[src/rtl/mem_stage.sv]
// Memory-access pipeline stage: EXE/MEM register, request/ack data-memory port with bounded wait,
// and MEM/WB register feeding write-back and the execute-stage forwarding muxes.
//
// state | meaning
// IDLE  | no access outstanding; a request, if any, comes from the op held in EXE/MEM
// BUSY  | access issued but not yet acknowledged; cnt counts wait cycles toward TIMEOUT
module mem_stage #(
    parameter int N            = 32,
    parameter int REG_ADDR_LEN = 5,
    parameter int TIMEOUT      = 255
) (
    input  logic                    clk,
    input  logic                    rst,
    input  logic                    valid_in,
    input  logic [N-1:0]            ALUResult,
    input  logic [N-1:0]            ST_value,
    input  logic [REG_ADDR_LEN-1:0] dest_in,
    input  logic                    WB_EN_in,
    input  logic                    MEM_R_EN_in,
    input  logic                    MEM_W_EN_in,
    output logic                    stall,
    output logic                    mem_req,
    output logic                    mem_we,
    output logic [N-1:0]            mem_addr,
    output logic [N-1:0]            mem_wdata,
    input  logic [N-1:0]            mem_rdata,
    input  logic                    mem_ack,
    output logic [N-1:0]            ALU_res_MEM,
    output logic [REG_ADDR_LEN-1:0] dest_MEM,
    output logic                    WB_EN_MEM,
    output logic [N-1:0]            result_WB,
    output logic [REG_ADDR_LEN-1:0] dest_WB,
    output logic                    WB_EN_WB,
    output logic                    misalign_err,
    output logic                    bus_err
);

    localparam int         AL  = (N == 64) ? 3 : 2;
    localparam logic [7:0] TMO = 8'(TIMEOUT);

    typedef enum logic {IDLE, BUSY} state_t;

    // EXE/MEM register
    logic                    a_valid_q, a_valid_d;
    logic [N-1:0]            a_alu_q, a_alu_d;
    logic [N-1:0]            a_st_q, a_st_d;
    logic [REG_ADDR_LEN-1:0] a_dest_q, a_dest_d;
    logic                    a_wb_q, a_wb_d;
    logic                    a_r_q, a_r_d;
    logic                    a_w_q, a_w_d;

    state_t     state_q, state_d;
    logic [7:0] cnt_q, cnt_d;

    // MEM/WB register
    logic [N-1:0]            res_wb_q, res_wb_d;
    logic [REG_ADDR_LEN-1:0] dest_wb_q, dest_wb_d;
    logic                    wb_en_wb_q, wb_en_wb_d;
    logic                    mis_q, mis_d;
    logic                    bus_q, bus_d;

    logic mem_op, aligned, misalign, tmo_hit, abort;

    assign mem_op   = a_valid_q & (a_r_q | a_w_q);
    assign aligned  = (a_alu_q[AL-1:0] == '0);
    assign misalign = mem_op & ~aligned;
    assign tmo_hit  = (state_q == BUSY) && (cnt_q == TMO);
    // Ack has priority over abort when both land on the final wait cycle.
    assign abort    = tmo_hit & ~mem_ack;

    assign mem_req   = (state_q == BUSY) | (mem_op & aligned);
    assign stall     = mem_req & ~mem_ack & ~tmo_hit;
    assign mem_we    = a_w_q;
    assign mem_addr  = a_alu_q;
    assign mem_wdata = a_st_q;

    assign ALU_res_MEM  = a_alu_q;
    assign dest_MEM     = a_dest_q;
    assign WB_EN_MEM    = a_wb_q & a_valid_q;
    assign result_WB    = res_wb_q;
    assign dest_WB      = dest_wb_q;
    assign WB_EN_WB     = wb_en_wb_q;
    assign misalign_err = mis_q;
    assign bus_err      = bus_q;

    always_comb begin
        a_valid_d = a_valid_q;
        a_alu_d   = a_alu_q;
        a_st_d    = a_st_q;
        a_dest_d  = a_dest_q;
        a_wb_d    = a_wb_q;
        a_r_d     = a_r_q;
        a_w_d     = a_w_q;
        if (!stall) begin
            a_valid_d = valid_in;
            a_alu_d   = ALUResult;
            a_st_d    = ST_value;
            a_dest_d  = dest_in;
            a_wb_d    = WB_EN_in;
            a_r_d     = MEM_R_EN_in;
            a_w_d     = MEM_W_EN_in;
        end
    end

    always_comb begin
        state_d = state_q;
        cnt_d   = cnt_q;
        case (state_q)
            IDLE: begin
                if (mem_req && !mem_ack) begin
                    state_d = BUSY;
                    cnt_d   = 8'd1;
                end
            end
            BUSY: begin
                if (mem_ack || tmo_hit) begin
                    state_d = IDLE;
                    cnt_d   = 8'd0;
                end else begin
                    cnt_d = cnt_q + 8'd1;
                end
            end
            default: begin
                state_d = IDLE;
                cnt_d   = 8'd0;
            end
        endcase
    end

    always_comb begin
        res_wb_d   = res_wb_q;
        dest_wb_d  = dest_wb_q;
        wb_en_wb_d = 1'b0;
        mis_d      = 1'b0;
        bus_d      = 1'b0;
        if (!stall) begin
            res_wb_d   = a_r_q ? mem_rdata : a_alu_q;
            dest_wb_d  = a_dest_q;
            wb_en_wb_d = a_wb_q & a_valid_q & ~misalign & ~abort;
            mis_d      = misalign;
            bus_d      = abort;
        end
    end

    always_ff @(posedge clk or posedge rst) begin
        if (rst) begin
            a_valid_q  <= 1'b0;
            a_alu_q    <= '0;
            a_st_q     <= '0;
            a_dest_q   <= '0;
            a_wb_q     <= 1'b0;
            a_r_q      <= 1'b0;
            a_w_q      <= 1'b0;
            state_q    <= IDLE;
            cnt_q      <= 8'd0;
            res_wb_q   <= '0;
            dest_wb_q  <= '0;
            wb_en_wb_q <= 1'b0;
            mis_q      <= 1'b0;
            bus_q      <= 1'b0;
        end else begin
            a_valid_q  <= a_valid_d;
            a_alu_q    <= a_alu_d;
            a_st_q     <= a_st_d;
            a_dest_q   <= a_dest_d;
            a_wb_q     <= a_wb_d;
            a_r_q      <= a_r_d;
            a_w_q      <= a_w_d;
            state_q    <= state_d;
            cnt_q      <= cnt_d;
            res_wb_q   <= res_wb_d;
            dest_wb_q  <= dest_wb_d;
            wb_en_wb_q <= wb_en_wb_d;
            mis_q      <= mis_d;
            bus_q      <= bus_d;
        end
    end

endmodule

[config.mk]
export PLATFORM = sky130hd
export DESIGN_NAME = mem_stage
export DESIGN_NICKNAME = d
export VERILOG_FILES = /design/src/rtl/mem_stage.sv
export SDC_FILE = /design/constraint.sdc
export NUM_CORES = 1
export LEC_CHECK = 0
export CORE_MARGIN = 2
export CORE_UTILIZATION = 45
export CTS_CLUSTER_DIAMETER = 60
export DETAILED_ROUTE_END_ITERATION = 16
export GPL_TIMING_DRIVEN = 0
export HOLD_SLACK_MARGIN = 0.05
export PLACE_DENSITY = 0.86
export SLEW_MARGIN = 20
export SYNTH_ARGS = -nofsm -noshare
export SYNTH_HDL_FRONTEND = slang
export SYNTH_SLANG_ARGS = --single-unit
[constraint.sdc]
create_clock -name clk -period 8.4 [get_ports clk]
set_clock_uncertainty 0.15 [all_clocks]
set_input_delay 1.26 -clock clk [delete_from_list [all_inputs] [get_ports clk]]
set_output_delay 1.26 -clock clk [all_outputs]
set_load 0.05 [all_outputs]
==> run_results.csv, run 1 <==
group,metric,value,unit
status,status,"finished, final reports clean",
synth,synth_seq_cells,122,
routing,detail_route.wl_per_cell,19.0,um
min_path,hold_path.class,"reg -> reg",
routing,routed_wl,15600,um
worst_setup_path,end_kind,"output pin",
synth,mappedNetlistArea,5610,um^2
timing,min_period,5150,ps
worst_setup_path,cp.required,6990,ps
clocking,clk_latency,410,ps
clocking,cts_tree,"done",
synth,synthSimpleGateAreaFrac,2.68,%
worst_setup_path,crit_slowest_cell,"clkdlybuf4s50_1",
global_routing,grt_usage,23.6,%
synth,synth-main-ff-cell,"dfrtp_1",
timing,setup-tns-final,0,ps
worst_setup_path,slowest_delay,860,ps
routing,highest_layer,"met4",
finish,areaGrowthSynthToFinish,60.5,%
place,finalWeightedCongestion,0.759,
floorplan,rows,40,
synth,async_reset_ff_share,100,%
global_routing,grt_pass1_wl,23700,um
synth,synth_compound_area_share,2.37,%
finish,diodes,0,
timing,rsz0062_at_grt,"false",
worst_setup_path,crit_family,"buffers and inverters",
floorplan,dieArea,13400,um^2
pwr,ir_drop,0.000185,V
synth,synthMuxAreaShare,33.2,%
clocking,cts_buffers,17,
clocking,clk_pin_slew,50,ps
synth,synth.net_count,474,
pwr,p_sw,687,uW
routing,drt-met1-wl,6000,um
clocking,h-tree-depth,4,
synth,yosysSeqAreaShare,54.5,%
timing,max_freq,194,MHz
pwr,switching_share,32.1,%
timing,slew_violations,0,
synth,synthAdderAreaFrac,0.223,%
clocking,cts_setup_buffers,0,
pwr,p_leak,3.88,nW
routing,drcViolationCount,0,
finish,layout-drive-gt1-share,34.2,%
routing,dr_wl_met2,8100,um
floorplan,initial_utilization,46.5,%
routing,ant_nets,0,
routing,drt_first_iter_violations,153,
synth,synth_edf_count,0,
floorplan,die_x,116,um
worst_setup_path,critical_path_class,"in -> out",
clocking,cts_sinks,122,
clocking,ctsResizeCount,0,
worst_setup_path,critPathMostFrequentCell,"clkdlybuf4s50_1",
place,place.port_buffers,252,
worst_setup_path,start_kind,"input port",
pwr,power.share.sequential,32.9,%
global_routing,grt_pass1_vias,4307,
global_routing,grt_max_degree,81,
routing,wl_met3,1210,um
finish,post-route-util,74.6,%
global_routing,antenna_found_initial,0,
timing,worst_slew_pin_slew,688,ps
finish,final_nets,746,
clocking,postCtsHoldBufs,0,
timing,relSlewSlack,54.1,%
global_routing,grt_overflow_total,0,
timing,setup_viol,0,
timing,post-route-period-util,61.3,%
worst_setup_path,path_cells,"clkdlybuf4s50_1 -> nor3_1 -> nand2_1 -> a21boi_4 -> buf_2 -> clkdlybuf4s50_1",
pwr,p_int,1.45,mW
synth,synthXorXnorAreaFrac,0.313,%
clocking,root_buffer,"clkbuf_16",
pwr,clkPwrFrac,35.6,%
clocking,cts.path.max_buffers,2,
routing,dr_total_vias,3971,
synth,synth_top_family_by_area,"multiplexers",
synth,yosys_warnings,0,
routing,vias_per_cell,4.85,
worst_setup_path,reg2reg_slack,6060,ps
synth,synth_area_per_cell,15.4,um^2
pwr,power_density,238,nW/um^2
place,place_hpwl,11200,um
worst_setup_path,critPathBufInv,3,
worst_setup_path,crit_path_max_fanout,10,
floorplan,die_height,116,um
floorplan,core_region_area,12100,um^2
synth,netlist_instances,365,
synth,synth_cell_type_count,34,
routing,dr.pass1.iters,6,
worst_setup_path,cp.arrival,3740,ps
floorplan,pin_count,253,
flow_run,max_cap_violations,0,
pwr,p_comb_share,31.5,%
timing,hold_viol,0,
pwr,finalPower,2.14,mW
[synthesized netlist by cell type (2+ instances only)]
master | number | area [um^2]
clkbuf_1 | 2 | 7.51
xor2_1 | 2 | 17.5
a21oi_1 | 4 | 20.0
mux2_4 | 70 | 1050
nand2_1 | 6 | 22.5
buf_6 | 8 | 90.1
nor2_1 | 4 | 15.0
o21ai_0 | 8 | 40.0
and2_1 | 2 | 12.5
buf_2 | 5 | 25.0
buf_4 | 32 | 240
nor3_1 | 2 | 10.0
nand3_1 | 5 | 25.0
inv_1 | 3 | 11.3
mux2_2 | 72 | 811
dfrtp_1 | 122 | 3050
[flip-flops by register name (all words and copies together) (netlist names)]
register / cells
a_valid_q: 1
dest_WB: 5
mem_wdata: 32
cnt_q: 8
mem_we: 1
dest_MEM: 5
result_WB: 32
bus_err: 1
ALU_res_MEM: 32
misalign_err: 1
state_q: 1
a_wb_q: 1
a_r_q: 1
WB_EN_WB: 1
[worst register-to-register path, stage by stage (launching register included)]
cell and delay (ps):
dfrtp_1 480, nor3_1 400, nand2_1 180, a21boi_4 250, buf_6 220, buf_6 220
mux2_4 330
[kinds of logic (layout without fill, tap and decap cells)]
family | Yosys count | after routing
fa+ha+maj | 1 | 1
xor+xnor | 2 | 2
buf+inv | 51 | 336
simple gates | 27 | 27
flops | 122 | 122
mux | 142 | 142
compound gates | 20 | 20
[metal layers]
layer	GRT usage (%)	vias to the layer above
met1	27.3	1965
li1	-	1808
met5	0	-
met2	41.8	179
met4	8.41	0
met3	7.11	19
[power groups by stage]
stage | Sequential (mW) | Combinational (mW) | Clock, mW
2_1_floorplan | 0.909 | 0.230 | 0
3_3_place_gp | 0.707 | 0.664 | 0
3_5_place_dp | 0.712 | 0.675 | 0
4_1_cts | 0.704 | 0.679 | 0.774
5_1_grt | 0.713 | 0.700 | 0.800
6_report | 0.704 | 0.674 | 0.762
[layout make-up]
cell class                 count  area [um^2]
timing repair buffer         253         2550
sequential                   122         3050
multi-input combinational    192         2170
clock inverter                 7          110
tap                          168          210
clock buffer                  25          515
inverter                       3         16.3
fill                         784         3070
buffer                        48          367
[cells in the final DEF, fill, tap and decap left out, drive strengths merged]
cell	n
a41oi	1
nor2b	1
clkbuf	27
nor3b	1
nor2	4
clkdlybuf4s50	252
a22o	1
bufinv	3
and4	1
nand2	6
buf	47
clkinv	4
or4	1
ha	1
inv	3
o22ai	1
nand2b	1
o21ai	8
xor2	2
a21boi	2
a21o	1
and2	2
o21a	1
nand4	1
nor3	2
and3	1
dfrtp	122
o211ai	1
mux2	142
nand3	5
a21oi	4
nand3b	1
[worst paths after layout]
| check | from | end | depth (start not counted) |
|---|---|---|---|
| min reg2reg | result_WB[25]$_DFFE_PP0N_ | result_WB[25]$_DFFE_PP0N_ | 1 |
| max in group asynchronous | rst | ALU_res_MEM[22]$_DFFE_PP0N_ | 3 |
| min | result_WB[25]$_DFFE_PP0N_ | result_WB[25]$_DFFE_PP0N_ | 1 |
| min in group asynchronous | rst | ALU_res_MEM[7]$_DFFE_PP0N_ | 2 |
| max reg2reg | ALU_res_MEM[1]$_DFFE_PP0N_ | mem_wdata[25]$_DFFE_PP0N_ | 6 |
| max | mem_ack | stall | 6 |
[through the flow]
step	hold WS, ps	std cells	setup slack [ps]	instance area [um^2]
after floorplan	315	365	3750	5610
after detailed placement	340	786	3310	8370
after global placement	338	785	2030	8340
after CTS	357	818	3260	9000
final	354	818	3250	9000
after global routing	365	818	3150	9000
Note: power is estimated with default switching activity, not from simulation.
==> inputs of run 2 (changes only) <==
CORE_UTILIZATION = 38   (was 45)
PLACE_DENSITY = 0.77   (was 0.86)
clock period = 4.36 ns   (was 8.4 ns; I/O delays follow)
==> run 2 against run 1 <==
First-iteration DRC count decreased by 16%. Core utilization decreased by 12 points. Critical path depth unchanged. Global-route usage decreased by 5.1 points. Non-clock buffer count unchanged.
==> run_results.csv, run 2 (synthesized netlist as in run 1, its figures left out) <==
group,metric,value,unit
status,status,"finished, final reports clean",
clocking,cts_sinks,122,
clocking,cts_buffers,17,
worst_setup_path,cp.required,3560,ps
floorplan,pin_count,253,
global_routing,antenna_found_initial,0,
routing,drt_first_iter_violations,129,
pwr,power_density,456,nW/um^2
worst_setup_path,start_kind,"input port",
worst_setup_path,cp.arrival,2960,ps
flow_run,max_cap_violations,0,
finish,final.fill_count,1057,
worst_setup_path,crit_slowest_cell,"clkdlybuf4s50_1",
global_routing,grt_max_degree,63,
finish,areaGrowthSynthToFinish,61.0,%
routing,drcViolationCount,0,
min_path,hp-start,"result_WB[8]$_DFFE_PP0N_",
timing,max_freq,266,MHz
timing,relSlewSlack,58.7,%
worst_setup_path,end_kind,"output pin",
routing,detail_route.wl_per_cell,17.3,um
timing,slew_violations,0,
floorplan,die_height,125,um
worst_setup_path,crit_path_max_fanout,10,
clocking,root_buffer,"clkbuf_16",
pwr,p_leak,3.87,nW
floorplan,initial_utilization,38.7,%
worst_setup_path,reg2reg_to,"mem_wdata[26]$_DFFE_PP0N_",
finish,mostFrequentLayoutCell,"clkdlybuf4s50_1",
floorplan,core_region_area,14500,um^2
worst_setup_path,slowest_delay,850,ps
routing,ant_nets,0,
finish,final_cell_mix,"252 x clkdlybuf4s50_1, 122 x dfrtp_1, 72 x mux2_2",
timing,post-route-period-util,86.3,%
clocking,cts_setup_buffers,0,
place,dp_slack,580,ps
timing,fin_ws,598,ps
clocking,postCtsHoldBufs,0,
pwr,ir_drop,0.000259,V
routing,routed_wl,14500,um
worst_setup_path,startpoint,"mem_ack",
place,place_hpwl,10800,um
routing,dr.pass1.iters,4,
place,place.port_buffers,252,
timing,worst_slew_pin_slew,619,ps
timing,min_period,3760,ps
global_routing,grt_overflow_total,0,
floorplan,dieArea,15700,um^2
worst_setup_path,reg2reg_slack,2070,ps
clocking,cts.path.max_buffers,2,
finish,final_nets,746,
floorplan,rows,44,
place,finalWeightedCongestion,0.812,
min_path,hold_path.class,"reg -> reg",
worst_setup_path,path_cells,"clkdlybuf4s50_1 -> nor3_1 -> nand2_1 -> a21boi_4 -> buf_2 -> clkdlybuf4s50_1",
worst_setup_path,endpoint,"stall",
timing,hold_viol,0,
clocking,ctsResizeCount,0,
worst_setup_path,critPathMostFrequentCell,"clkdlybuf4s50_1",
finish,diodes,0,
clocking,clk_pin_slew,50,ps
global_routing,grt_pass1_vias,4316,
finish,post-route-util,62.3,%
routing,vias_per_cell,4.70,
global_routing,grt_usage,18.6,%
finish,layout-drive-gt1-share,34.5,%
global_routing,grt_pass1_wl,23000,um
worst_setup_path,r2r_start,"cnt_q[0]$_DFFE_PP0P_",
clocking,cts_tree,"done",
timing,setup_viol,0,
clocking,h-tree-depth,4,
worst_setup_path,reg2reg_depth,7,
clocking,clk_latency,410,ps
routing,dr_total_vias,3919,
timing,rsz0062_at_grt,"false",
worst_setup_path,critical_path_class,"in -> out",
floorplan,die_x,125,um
## run 2: worst max-delay path: cells and delay by family
kind | cells | cell delay (ps)
buf+inv | 3 | 1600
compound gates | 1 | 230
simple gates | 2 | 470
## run 2: area by class of cell
cell class / instances / area [um^2] / share of cell area, %
Buffer: 48 / 367 / 4.06
Timing Repair Buffer: 253 / 2550 / 28.3
Sequential cell: 122 / 3050 / 33.8
Tap cell: 184 / 230 / 2.55
Inverter: 3 / 16.3 / 0.180
Clock inverter: 10 / 139 / 1.54
Clock buffer: 22 / 494 / 5.48
Multi-Input combinational cell: 192 / 2170 / 24.1
## run 2: power breakdown
part | internal [mW] | switching [mW] | total, mW | leakage, nW
registers | 1.26 | 0.0944 | 1.35 | 1.45
clock network | 0.973 | 0.503 | 1.48 | 0.300
logic | 0.555 | 0.734 | 1.29 | 2.12
total | 2.79 | 1.33 | 4.12 | 3.87
## run 2: metal layers
layer / up-vias / share of wire, % / GRT usage, %
met2: 166 / 51 / 31.6
met1: 1924 / 40 / 21.8
met3: 23 / 6.8 / 6.08
met4: 0 / 1.9 / 7.19
met5: - / 0 / 0
li1: 1806 / - / -
## run 2: worst min path at each step
stage / end / slack [ps] / cells past startpoint
after floorplan: cnt_q[6]$_DFFE_PP0P_ / 320 / 1
after global placement: dest_WB[2]$_DFFE_PP0N_ / 340 / 1
after detailed placement: result_WB[8]$_DFFE_PP0N_ / 340 / 1
after CTS: result_WB[8]$_DFFE_PP0N_ / 350 / 1
after global routing: dest_WB[3]$_DFFE_PP0N_ / 370 / 1
final: result_WB[8]$_DFFE_PP0N_ / 350 / 1
## run 2: metrics by stage
stage          area, um^2  hold WS [ps]  TNS, ps  instances  power, mW
6_report             9020           354        0        834       4.12
3_3_place_gp         8360           337  -177620        801       2.64
3_5_place_dp         8390           342        0        802       2.67
5_1_grt              9020           371        0        834       4.28
2_1_floorplan        5610           315        0        365       2.19
4_1_cts              9020           355        0        834       4.16
==> inputs of run 3 (changes only) <==
ABC_CLOCK_PERIOD_IN_PS = 4360   (was default)
==> results of run 3 <==
Final layout, timing and power as in run 2 (identical DEF).
